==> config.mk <==
export PLATFORM = sky130hd
export DESIGN_NAME = posit_data_encode
export DESIGN_NICKNAME = d
export VERILOG_FILES = /design/src/rtl/posit_data_encode.sv
export SDC_FILE = /design/constraint.sdc
export NUM_CORES = 1
export LEC_CHECK = 0
export ABC_AREA = 1
export BUFFER_PORTS_ARGS = -buffer_cell sky130_fd_sc_hd__buf_2
export CELL_PAD_IN_SITES_DETAIL_PLACEMENT = 1
export CELL_PAD_IN_SITES_GLOBAL_PLACEMENT = 2
export CORE_UTILIZATION = 32
export DETAILED_ROUTE_END_ITERATION = 10
export GPL_ROUTABILITY_DRIVEN = 0
export PLACE_DENSITY = 0.86
export SYNTH_ARGS = -nofsm -noshare
export SYNTH_HDL_FRONTEND = slang
export SYNTH_SLANG_ARGS = --single-unit
==> constraint.sdc <==
create_clock -name clk -period 3.8 [get_ports clk]
set_input_delay 0.19 -clock clk [delete_from_list [all_inputs] [get_ports clk]]
set_output_delay 0.19 -clock clk [all_outputs]
set_load 0.05 [all_outputs]
==> src/rtl/posit_data_encode.sv <==
// Posit encoder: packs sign/scale/fraction fields into an N-bit posit word.
// Two-stage pipeline: S1 builds the regime/exponent/fraction string, S2 rounds, saturates and negates.
module posit_data_encode #(
  parameter int POSIT_WIDTH = 16,
  parameter int POSIT_ES    = 0,
  localparam int SW = $clog2((POSIT_WIDTH - 1) << POSIT_ES) + 1,
  localparam int FW = POSIT_WIDTH - 3 - POSIT_ES
) (
  input  logic                   clk,
  input  logic                   rst_n,
  input  logic                   rts_i,
  output logic                   rtr_o,
  input  logic                   sign,
  input  logic                   inf,
  input  logic                   zero,
  input  logic [SW-1:0]          scale,
  input  logic [FW-1:0]          fraction,
  input  logic                   sticky_i,
  input  logic                   rtr_i,
  output logic                   rts_o,
  output logic [POSIT_WIDTH-1:0] posit_word_o
);

  localparam int N         = POSIT_WIDTH;
  localparam int EFW       = POSIT_ES + FW;
  localparam int BW        = N + 1 + EFW;
  localparam int MAX_SCALE = (N - 2) << POSIT_ES;

  // Handshake: a stage advances when it is empty or its content leaves on the same edge.
  logic adv1, adv2, load1, load2;
  logic v1_d, v1_q, v2_d, v2_q;

  logic [EFW-1:0]     ef;
  logic signed [31:0] scale_s, k_s, run_s;
  logic [31:0]        shamt;
  logic               fill;
  logic [BW-1:0]      build, shifted;

  logic [N-2:0] kept_d, kept_q;
  logic         guard_d, guard_q, stk_d, stk_q;
  logic         sign_d, sign_q, inf_d, inf_q, zero_d, zero_q;
  logic         smax_d, smax_q, smin_d, smin_q;

  logic         inc;
  logic [N-1:0] sum, mag, enc;
  logic [N-1:0] word_d, word_q;

  if (POSIT_ES == 0) begin : g_no_es
    assign ef = fraction;
  end else begin : g_es
    assign ef = {scale[POSIT_ES-1:0], fraction};
  end

  // Regime run of (k+1) ones or (-k) zeros, then terminator, then e and fraction; left-justify.
  always_comb begin
    scale_s = {{(32-SW){scale[SW-1]}}, scale};
    k_s     = scale_s >>> POSIT_ES;
    fill    = ~k_s[31];
    run_s   = fill ? (k_s + 1) : -k_s;
    shamt   = N - run_s;
    build   = {{N{fill}}, ~fill, ef};
    shifted = build << shamt;
  end

  always_comb begin
    adv2  = ~v2_q | rtr_i;
    adv1  = ~v1_q | adv2;
    load1 = rts_i & adv1;
    load2 = adv2 & v1_q;
    v1_d  = adv1 ? rts_i : v1_q;
    v2_d  = adv2 ? v1_q : v2_q;

    kept_d  = kept_q;
    guard_d = guard_q;
    stk_d   = stk_q;
    sign_d  = sign_q;
    inf_d   = inf_q;
    zero_d  = zero_q;
    smax_d  = smax_q;
    smin_d  = smin_q;
    if (load1) begin
      kept_d  = shifted[BW-1 -: N-1];
      guard_d = shifted[BW-N];
      stk_d   = (|shifted[BW-N-1:0]) | sticky_i;
      sign_d  = sign;
      inf_d   = inf;
      zero_d  = zero;
      smax_d  = scale_s > MAX_SCALE;
      smin_d  = scale_s < -MAX_SCALE;
    end
  end

  // Round to nearest even; a carry into the sign position or a rounded-away value saturates.
  always_comb begin
    inc = guard_q & (stk_q | kept_q[0]);
    sum = {1'b0, kept_q} + {{(N-1){1'b0}}, inc};
    if (smax_q || sum[N-1]) begin
      mag = {1'b0, {(N-1){1'b1}}};
    end else if (smin_q || (sum == '0)) begin
      mag = N'(1);
    end else begin
      mag = sum;
    end
    if (inf_q) begin
      enc = {1'b1, {(N-1){1'b0}}};
    end else if (zero_q) begin
      enc = '0;
    end else begin
      enc = sign_q ? (~mag + N'(1)) : mag;
    end
    word_d = load2 ? enc : word_q;
  end

  always_ff @(posedge clk or negedge rst_n) begin
    if (!rst_n) begin
      v1_q    <= 1'b0;
      v2_q    <= 1'b0;
      kept_q  <= '0;
      guard_q <= 1'b0;
      stk_q   <= 1'b0;
      sign_q  <= 1'b0;
      inf_q   <= 1'b0;
      zero_q  <= 1'b0;
      smax_q  <= 1'b0;
      smin_q  <= 1'b0;
      word_q  <= '0;
    end else begin
      v1_q    <= v1_d;
      v2_q    <= v2_d;
      kept_q  <= kept_d;
      guard_q <= guard_d;
      stk_q   <= stk_d;
      sign_q  <= sign_d;
      inf_q   <= inf_d;
      zero_q  <= zero_d;
      smax_q  <= smax_d;
      smin_q  <= smin_d;
      word_q  <= word_d;
    end
  end

  assign rtr_o        = adv1;
  assign rts_o        = v2_q;
  assign posit_word_o = word_q;

endmodule

==> results of run 1 <==
-- path summary, 6_finish.rpt --
check                           cells past startpoint  slack (ns)          endpoint             from
worst max-delay path                               25        0.46  posit_word_o[14]        kept_q[0]
worst min-delay path                                1        0.05   posit_word_o[3]            rst_n
worst max register to register                     25        0.46  posit_word_o[14]        kept_q[0]
worst min register to register                      2        0.48   posit_word_o[9]  posit_word_o[9]
max in group asynchronous                           1        3.17  posit_word_o[11]            rst_n
min in group clk                                    3        0.12            zero_q             zero
-- power breakdown --
group	total [W]	internal, W	switching [W]
clock network	0.000427	0.000259	0.000168
logic	0.00119	0.000333	0.000852
registers	0.000630	0.000537	0.0000930
-- worst register-to-register path: cells and delay by family (launching register included) --
family | cells | cell delay [ns]
AOI/OAI and AO/OA | 1 | 0.16
adders and majority gates | 3 | 0.69
buffers and inverters | 1 | 0.10
DFF | 1 | 0.39
and+or+nand+nor | 20 | 1.94
-- registers in the layout, summed over array words and instances (netlist names) --
signal        flops
posit_word_o     16
inf_q             1
sign_q            1
kept_q           15
smax_q            1
rts_o             1
stk_q             1
v1_q              1
guard_q           1
zero_q            1
smin_q            1
-- layout make-up --
| cell class | count | share of cell area |
|---|---|---|
| multi-input cells | 495 | 0.574 |
| flip-flops and latches | 40 | 0.235 |
| repair buffers | 47 | 0.0576 |
| inverters | 64 | 0.0564 |
| well taps | 143 | 0.0420 |
| clock buffers | 6 | 0.0326 |
| clock inverters | 2 | 0.00235 |
-- cell usage in the layout (no fill, tap or decap), types with 2 or more instances in the layout --
master,netlist,layout
nor2_1,38,37
ha_2,0,2
clkinv_1,3,3
o22ai_1,6,6
nor2_2,11,12
nand2_2,8,8
nand2_1,189,189
dfrtp_1,40,40
nand4_1,10,10
inv_2,5,5
nand3_2,4,4
nor2_4,4,4
o21ai_1,7,7
buf_2,6,43
nor3_1,4,4
clkinv_2,0,2
clkbuf_16,0,5
nand3_1,109,109
inv_1,56,56
o21ai_0,44,44
a22o_1,2,2
buf_4,2,4
a21oi_1,32,32
xor2_1,7,6
ha_1,8,6
o31ai_1,2,2
-- through the flow --
stage | util | hold WS [ns] | worst slack, ns | power, W
2_1_floorplan | - | -0.106 | 0.977 | 0.00151
3_3_place_gp | 0.357 | 0.369 | 0.695 | 0.00179
3_5_place_dp | 0.357 | 0.386 | 0.485 | 0.00181
4_1_cts | 0.370 | 0.0836 | 0.321 | 0.00226
5_1_grt | 0.371 | 0.129 | 0.0389 | 0.00243
6_report | 0.371 | 0.0533 | 0.464 | 0.00224
-- kinds of logic after synthesis --
| kind of cell | Yosys count | share of synthesized area |
|---|---|---|
| AOI/OAI and AO/OA | 98 | 0.139 |
| xor gates and xnor gates | 8 | 0.0205 |
| adders and majority gates | 8 | 0.0265 |
| buffers and inverters | 87 | 0.0924 |
| DFF | 40 | 0.265 |
| muxes | 1 | 0.00265 |
| and+or+nand+nor | 380 | 0.454 |
-- routing by layer --
metal,up-vias,global-route usage,routed length [um]
met1,1964,0.283,5900
li1,2119,-,-
met4,0,0.0507,214
met3,17,0.0209,308
met2,58,0.341,5600
met5,-,0,0
==> results.yml, run 1 <==
worst_setup_path:
  cp_max_fo: 9
  critPathTopFamily: "simple AND/OR/NAND/NOR gates"
  arrival_ns: 3.56
  worst-path-buf-inv: 1
  crit_required_ns: 4.02
  path_common_cell: "nand2_1"
  cp-end-kind: "flip-flop"
  critical-path-slowest-cell: "dfrtp_1"
  worstSetupPathType: "reg2reg"
  slowest_delay_ns: 0.39
  cp-start-kind: "flip-flop"
layout:
  multi_input_area_um2: 2440
  final_nets: 687
  final_area_um2: 4260
  seq_area_um2: 1000
  fillers: 1537
  area_growth_pct: 12.7
  drive_gt1_frac: 0.144
  n_antenna_cell: 0
  stdcell_count: 797
clock_network:
  clock_sinks: 40
  cts_max_level: 2
  cts_tree: "built"
  path_clk_slew_ns: 0.06
  ctsLongestPathBuffers: 2
  clk_latency_ns: 0.28
  cts_buffers: 5
  postCtsSetupRepairBufs: 0
  clockRootBuffer: "clkbuf_16"
  hold_buffers: 0
  postCtsResizedCells: 0
timing:
  clock_skew_ns: 0.00605
  drv_slew: 0
  final.period_utilization: 0.878
  hold_viol: 0
  timing.fmax_ghz: 0.300
  min_period_ns: 3.34
  final-setup-viol-count: 0
  rsz0062_at_grt: "no"
  slew_headroom: 0.376
  worst_pin_slew_ns: 0.936
  tns_ns: 0
synth:
  ys.flop_type: "dfrtp_1"
  synth-edff-count: 0
  yosys_warnings: 0
  synthCells: 622
  ys_seq_area_frac: 0.265
  yosysMostFrequentCell: "nand2_1"
  ys_ff_latch: 40
  syn-num-nets: 656
  syn_area_um2: 3780
  synth.top_cells.by_area: "dfrtp_1, nand2_1, nand3_1, o21ai_0, inv_1"
  synth_top_area_share: 0.265
  synth_cell_types: 36
  synth_common_cells: "nand2_1, nand3_1, inv_1"
  ys_async_sr_fraction: 1.00
  synth_area_per_cell_um2: 6.07
  post-synth-top-area-cell: "dfrtp_1"
floorplan:
  die_y_um: 111
  die_w_um: 111
  rows: 39
  dieArea_um2: 12200
  coreArea_um2: 11500
  io_pins: 44
  initial_core_util: 0.329
route:
  ant_nets: 0
  drtIter0Drc: 202
  drt-pass1-iter-count: 5
  post_drt_wl_per_cell_um: 15.1
  vias: 4158
  drc: 0
  drt-total-wl_um: 12000
  viasPerCell: 5.22
placement:
  io_buffers: 43
  hpwl_um: 9590
  placed_cells: 789
  dpl_cell_area_um2: 4090
global_route:
  track_usage: 0.205
  grt_max_degree: 41
  antenna_found_initial: 0
  grt_pass1_wl_um: 21000
  grt_pass1_vias: 4254
  globalRouteOverflowTotal: 0
power:
  peakVddDrop_mv: 0.324
  p_per_area_nw_per_um2: 527
  p_leak_nw: 2.22
min_path:
  hold_class: "in2async"
run_status:
  status: "finished clean"
job:
  max_cap_viol_count: 0
Power figures use the tool's default switching activity.
==> run 2, diff against run 1 <==
clock period = 3.49 ns   (was 3.8 ns; I/O delays follow)
==> run 2 against run 1 <==
Register-to-register slack worse by 0.19 ns. Combinational power up 10%. Sequential cell count did not move. Largest cell class unchanged. Utilization increased by 0.81 points.
==> results.yml, run 2 (same netlist as run 1, synthesis figures left out) <==
floorplan:
  die_y_um: 111
  coreArea_um2: 11500
  rows: 39
  die_w_um: 111
  dieArea_um2: 12200
  initial_core_util: 0.329
  io_pins: 44
global_route:
  globalRouteOverflowTotal: 0
  track_usage: 0.209
  grt_pass1_vias: 4336
  antenna_found_initial: 0
  grt_max_degree: 41
  grt_pass1_wl_um: 21200
route:
  vias: 4235
  wl_met3_um: 304
  post_drt_wl_per_cell_um: 15.3
  wl_met1_um: 5860
  drtIter0Drc: 214
  wl_met2_um: 5840
  highest-signal-layer: "met4"
  drt-total-wl_um: 12300
  ant_nets: 0
  drt-pass1-iter-count: 4
  drc: 0
  viasPerCell: 5.30
clock_network:
  ctsLongestPathBuffers: 2
  clock_sinks: 40
  cts_buffers: 5
  cts_max_level: 2
  clk_latency_ns: 0.28
  cts_tree: "built"
  path_clk_slew_ns: 0.06
  clockRootBuffer: "clkbuf_16"
  hold_buffers: 0
worst_setup_path:
  cp_max_fo: 9
  cp-start-kind: "flip-flop"
  ff2ff_path_depth: 24
  crit_required_ns: 3.67
  r2r_start: "stk_q"
  r2r_slack_ns: 0.28
  worstSetupPathType: "reg2reg"
  cp-startpoint: "stk_q"
  cp-end-kind: "flip-flop"
  r2r-end: "posit_word_o[14]"
  arrival_ns: 3.39
layout:
  drive_gt1_frac: 0.149
  n_antenna_cell: 0
  largest_reg_flops: 16
  fillers: 1558
  final_nets: 689
  final_cell_mix: "nand2_1, nand3_1, inv_1, o21ai_0, buf_2"
  area_growth_pct: 15.1
  mostFrequentLayoutCell: "nand2_1"
run_status:
  status: "finished clean"
timing:
  min_period_ns: 3.21
  holdWs_ns: 0.0191
  worst_pin_slew_ns: 0.907
  final.period_utilization: 0.920
  timing.fmax_ghz: 0.311
  clock_skew_ns: 0.00437
  slew_headroom: 0.395
  setup_slack_ns: 0.277
  final-setup-viol-count: 0
  drv_slew: 0
  hold_viol: 0
power:
  p_leak_nw: 2.25
  peakVddDrop_mv: 0.361
  p_per_area_nw_per_um2: 614
placement:
  dp_worst_setup_slack_ns: 0.144
  io_buffers: 43
  hpwl_um: 9830
min_path:
  hold_class: "in2async"
job:
  max_cap_viol_count: 0
## run 2: cell types whose count changed in the layout (fill, tap and decap cells not counted), sizes merged
cell	delta
bufinv	+3
buf	+2
clkinv	-2
clkbuf	-1
## run 2: repair_timing
action | CTS | global route
resized for setup | 0 | 8
setup endpoints to repair | 0 | 5
buffers inserted | 0 | 1
## run 2: area by class of cell
| cell class | instances | area (um^2) | share of cell area |
|---|---|---|---|
| inverter | 64 | 240 | 0.0552 |
| multi-input combinational | 495 | 2450 | 0.564 |
| clock inverter | 3 | 90.1 | 0.0207 |
| sequential | 40 | 1000 | 0.230 |
| timing repair buffer | 49 | 260 | 0.0598 |
| tap | 143 | 179 | 0.0411 |
| clock buffer | 5 | 125 | 0.0288 |
## run 2: stage by stage
stage,TNS (ns),util,total power (W),cell area (um^2),instances
CTS,0,0.376,0.00268,4320,798
global placement,0,0.358,0.00195,4100,790
global route,-0.0149,0.379,0.00287,4350,799
detailed placement,0,0.358,0.00199,4100,790
floorplan,0,-,0.00164,3780,622
finish,0,0.379,0.00267,4350,799
## run 2: per-layer routing
metal	vias to the layer above	track usage
met3	15	0.0192
met1	2037	0.285
met2	62	0.349
li1	2121	-
met4	0	0.0640
met5	-	0
## run 2: report_power, final
group,total (W),switching (W),internal (W),leakage [nW]
clock network,0.000675,0.000193,0.000482,0.104
logic,0.00131,0.000940,0.000370,1.64
registers,0.000686,0.000101,0.000585,0.504
## run 2: critical path, stage by stage, from the launching register on
cell and delay, ns:
dfrtp_1 0.36, nor2_1 0.06, nor2_1 0.09, ha_2 0.22, ha_2 0.22, nand2_1 0.10
nor2_4 0.12, nand2_1 0.09, o21ai_0 0.18, nand2_1 0.10, nand2_1 0.09, nor2_2 0.05
nand3_4 0.12, nand2_1 0.08, inv_1 0.11, nand2_1 0.08, nor2_2 0.11, ha_2 0.20
nand3_2 0.14, nor2_4 0.17, nand3_2 0.11, nand2_2 0.08, nand3_1 0.09, nand3_1 0.10
nand2_1 0.06
## run 2: worst max-delay path by stage
stage / end / slack (ns) / cells after the start
floorplan: posit_word_o[14] / 0.67 / 20
global placement: posit_word_o[14] / 0.40 / 24
detailed placement: posit_word_o[14] / 0.14 / 24
CTS: posit_word_o[14] / 0.08 / 24
global route: posit_word_o[14] / -0.01 / 24
finish: posit_word_o[14] / 0.28 / 24
